File: src/rtl/skid_buffer.sv
// Valid/ready register slice with a one-word skid register.
// in_rdy and out_vld decode the state flop only, so out_rdy has no combinational path to in_rdy.
module skid_buffer #(
    parameter int unsigned W = 32
) (
    input  logic         clk,
    input  logic         arst,
    input  logic         in_vld,
    input  logic [W-1:0] in_dat,
    output logic         in_rdy,
    output logic         out_vld,
    output logic [W-1:0] out_dat,
    input  logic         out_rdy,
    output logic [1:0]   occ
);

    typedef enum logic [1:0] {
        StEmpty = 2'd0,
        StFull  = 2'd1,
        StSkid  = 2'd2
    } state_e;

    state_e       state_q, state_d;
    logic [W-1:0] main_q, main_d;
    logic [W-1:0] skid_q, skid_d;

    always_comb begin
        state_d = state_q;
        main_d  = main_q;
        skid_d  = skid_q;
        unique case (state_q)
            StEmpty: begin
                if (in_vld) begin
                    main_d  = in_dat;
                    state_d = StFull;
                end
            end
            StFull: begin
                if (in_vld && out_rdy) begin
                    main_d = in_dat;
                end else if (in_vld) begin
                    // Consumer stalled: park the newly accepted word behind main.
                    skid_d  = in_dat;
                    state_d = StSkid;
                end else if (out_rdy) begin
                    state_d = StEmpty;
                end
            end
            StSkid: begin
                if (out_rdy) begin
                    main_d  = skid_q;
                    state_d = StFull;
                end
            end
            default: state_d = StEmpty;
        endcase
    end

    always_ff @(posedge clk or posedge arst) begin
        if (arst) begin
            state_q <= StEmpty;
        end else begin
            state_q <= state_d;
        end
    end

    // Payload registers carry no reset; validity lives entirely in state_q.
    always_ff @(posedge clk) begin
        main_q <= main_d;
        skid_q <= skid_d;
    end

    assign out_vld = (state_q != StEmpty);
    assign in_rdy  = (state_q != StSkid);
    assign out_dat = main_q;
    assign occ     = (state_q == StSkid) ? 2'd2 : ((state_q == StFull) ? 2'd1 : 2'd0);

    occ_in_range: assert property (@(posedge clk) disable iff (arst) occ != 2'd3);

    no_accept_in_skid: assert property (@(posedge clk) disable iff (arst)
        !(state_q == StSkid && in_vld && in_rdy));

    out_stable_on_stall: assert property (@(posedge clk) disable iff (arst)
        (out_vld && !out_rdy) |=> (out_vld && $stable(out_dat)));

endmodule

File: config.mk
export PLATFORM = sky130hd
export DESIGN_NAME = skid_buffer
export DESIGN_NICKNAME = d
export VERILOG_FILES = /design/src/rtl/skid_buffer.sv
export SDC_FILE = /design/constraint.sdc
export NUM_CORES = 1
export LEC_CHECK = 0
export CAP_MARGIN = 20
export CORE_MARGIN = 5
export CORE_UTILIZATION = 45
export CTS_BUF_LIST = sky130_fd_sc_hd__clkbuf_4 sky130_fd_sc_hd__clkbuf_8 sky130_fd_sc_hd__clkbuf_16
export CTS_CLUSTER_DIAMETER = 80
export CTS_CLUSTER_SIZE = 16
export DETAILED_ROUTE_END_ITERATION = 7
export GPL_TIMING_DRIVEN = 0
export PLACE_DENSITY = 0.76
export REMOVE_ABC_BUFFERS = 1
export SYNTH_ARGS = -nofsm -noshare
export SYNTH_HDL_FRONTEND = slang
export SYNTH_SLANG_ARGS = --single-unit
File: constraint.sdc
create_clock -name clk -period 9.3 [get_ports clk]
set_input_delay 1.395 -clock clk [delete_from_list [all_inputs] [get_ports clk]]
set_output_delay 1.395 -clock clk [all_outputs]
set_load 0.02 [all_outputs]
==> results.toml <==
[outcome]
status = "complete, no violations"

[clocking]
htreeDepth = 3
cts_buffer_depth = 2
hold_buffers = 0
cts.sink_count = 66
cts_setup_buffers = 0
clock_latency_ns = 0.33
root_buffer = "clkbuf_8"
cts_buffers = 9
cts.repair.resized = 0
cts_tree = "yes"
clk_pin_slew_ns = 0.06

[finish]
final_common_cell = "clkdlybuf4s50_1"
diodes = 0
synthToLayoutAreaGrowth_pct = 37.46
final_cell_mix = "clkdlybuf4s50_1, edfxtp_1, mux2_4"
num-nets-final = 232
drive_above_1_share_pct = 26.37
instances_no_fill = 273

[power_and_ir_drop]
pwr_density_cell_nw_per_um2 = 193.0
power_frac_comb_pct = 18.0
switching_share_pct = 23.28
seqPwrFrac_pct = 53.0
p_switching_uw = 159.6
p_int_uw = 526.2
vdd_drop_max_mv = 0.1095
pwr-share-clk_pct = 29.0
p_leak_nw = 1.337

[floorplan]
initial_core_util_pct = 46.66
die-area_sq_um = 7360
placementRows = 27
io_pins = 72
fp.coreArea_sq_um = 5540
die_w_um = 85.79
dieHeight_um = 85.79

[sta]
finalHoldViolations = 0
fmax_mhz = 284.5
max_slew.worst_pin.slew_ns = 0.9099
post-route-period-util_pct = 37.79
skew_ns = 0.007966
relSlewSlack_pct = 39.20
slew_viol_final = 0
setup_viol = 0
rsz0062_at_grt = "no"
period_needed_ns = 3.514
tns_ns = 0

[worst_setup_path]
rrSetupSlack_ns = 7.50
critical_path_class = "register to primary output"
critPathArrivalTime_ns = 2.12
end_kind = "primary output"
start_kind = "register"
cp_max_fo = 24
cp.required_ns = 7.91

[flow_run]
maxCapViolations = 0

[placement]
portBuffers = 71
dp_hpwl_um = 3290
placed_cells = 257
gp_congestion = 0.7510

[hold_path]
hp-class = "register to register"

[logic_synthesis]
synth_area_sq_um = 2585
synth_cells = 116
ys_ff_latch = 66
yosys_warnings = 0
avgSynthCellArea_sq_um = 22.28
synth_seq_area_share_pct = 76.28
ys_types = 17

[global_routing]
grt_overflow = 0
grt_pass1_wl_um = 7334
grt_max_degree = 33
antenna_found_initial = 0
grt_pass1_vias = 1410
grt_usage_pct = 13.85

[route]
drtAntennaViolNets = 0
wl_um = 4727
viasPerCell = 4.799
vias = 1310
wl_per_cell_um = 17.32
dr.pass1.iters = 4
drt_iter0_drc = 53
drc = 0
## critical path, cell delays in order (launching register included)
cell and delay (ns):
dfrtp_1 0.42, nand2b_2 0.42, buf_12 0.29, inv_1 0.06, clkdlybuf4s50_1 0.60
## cells in the mapped netlist
master / n / area [sq um]
o211ai_1: 1 / 7.510
o21ai_0: 1 / 5.000
mux2_2: 5 / 56.30
mux2_4: 27 / 405.4
a21oi_1: 1 / 5.000
nor2b_1: 2 / 12.51
dfrtp_1: 2 / 50.05
buf_12: 2 / 40.04
nor2_1: 1 / 3.750
or4b_1: 1 / 10.01
buf_8: 1 / 15.01
inv_1: 2 / 7.510
or2_2: 1 / 6.260
edfxtp_1: 64 / 1922
nand2b_1: 2 / 12.51
nand3b_1: 2 / 15.01
buf_6: 1 / 11.26
## metal layers
layer / global-route usage, % / part of all wire (%) / up-vias
li1: - / - / 617
met1: 15.72 / 42 / 635
met2: 22.39 / 49 / 49
met3: 4.803 / 7.5 / 9
met4: 8.633 / 2.0 / 0
met5: 0 / 0 / -
## state kept, by name, summed over array words and instances, names as in the netlist
name / flops
skid_q: 32
out_dat: 32
state_q: 2
## power groups by stage
stage / registers, mW / clock network (mW) / logic (mW)
global route: 0.365 / 0.225 / 0.130
finish: 0.363 / 0.199 / 0.124
detailed placement: 0.370 / 0 / 0.125
floorplan: 0.390 / 0 / 0.0417
CTS: 0.364 / 0.208 / 0.125
global placement: 0.371 / 0 / 0.117
## final timing paths
kind                                          end              startpoint  cells past startpoint
max in group asynchronous  state_q[1]$_DFFE_PP0P_                    arst                      2
hold / removal              out_dat[11]$_DFFE_PP_    skid_q[11]$_DFFE_PP_                      1
min in group asynchronous  state_q[0]$_DFFE_PP0P_                    arst                      2
setup reg to reg              skid_q[6]$_DFFE_PP_  state_q[1]$_DFFE_PP0P_                      2
setup / recovery                           occ[1]  state_q[0]$_DFFE_PP0P_                      4
hold reg to reg             out_dat[11]$_DFFE_PP_    skid_q[11]$_DFFE_PP_                      1
## kinds of logic after synthesis
logic type	after synthesis	share of synthesized area, %
muxes	32	17.86
DFF	66	76.28
and+or+nand+nor	9	2.323
buffers and inverters	6	2.856
AOI/OAI and AO/OA	3	0.6774
## through the flow
stage               power, mW  instance area [sq um]  utilization, %  hold WS (ns)  setup slack (ns)
finish                 0.6859                   3553           64.14        0.5452             5.786
global route           0.7209                   3553           64.14        0.5607             5.680
CTS                    0.6974                   3553           64.14        0.5489             5.760
detailed placement     0.4946                   3388           61.16        0.5342             6.065
global placement       0.4878                   3319           59.91        0.5340             3.549
floorplan              0.4316                   2519               -        0.5251             5.079
## cell type report
class | instances | area, sq um
clock buffer | 12 | 146.4
clock inverter | 4 | 18.77
fill | 413 | 1987
inverter | 2 | 7.507
multi-input combinational | 44 | 560.5
sequential | 66 | 1972
tap | 72 | 90.09
timing repair buffer | 73 | 758.2
No activity file was read; power rests on OpenSTA's default activity.
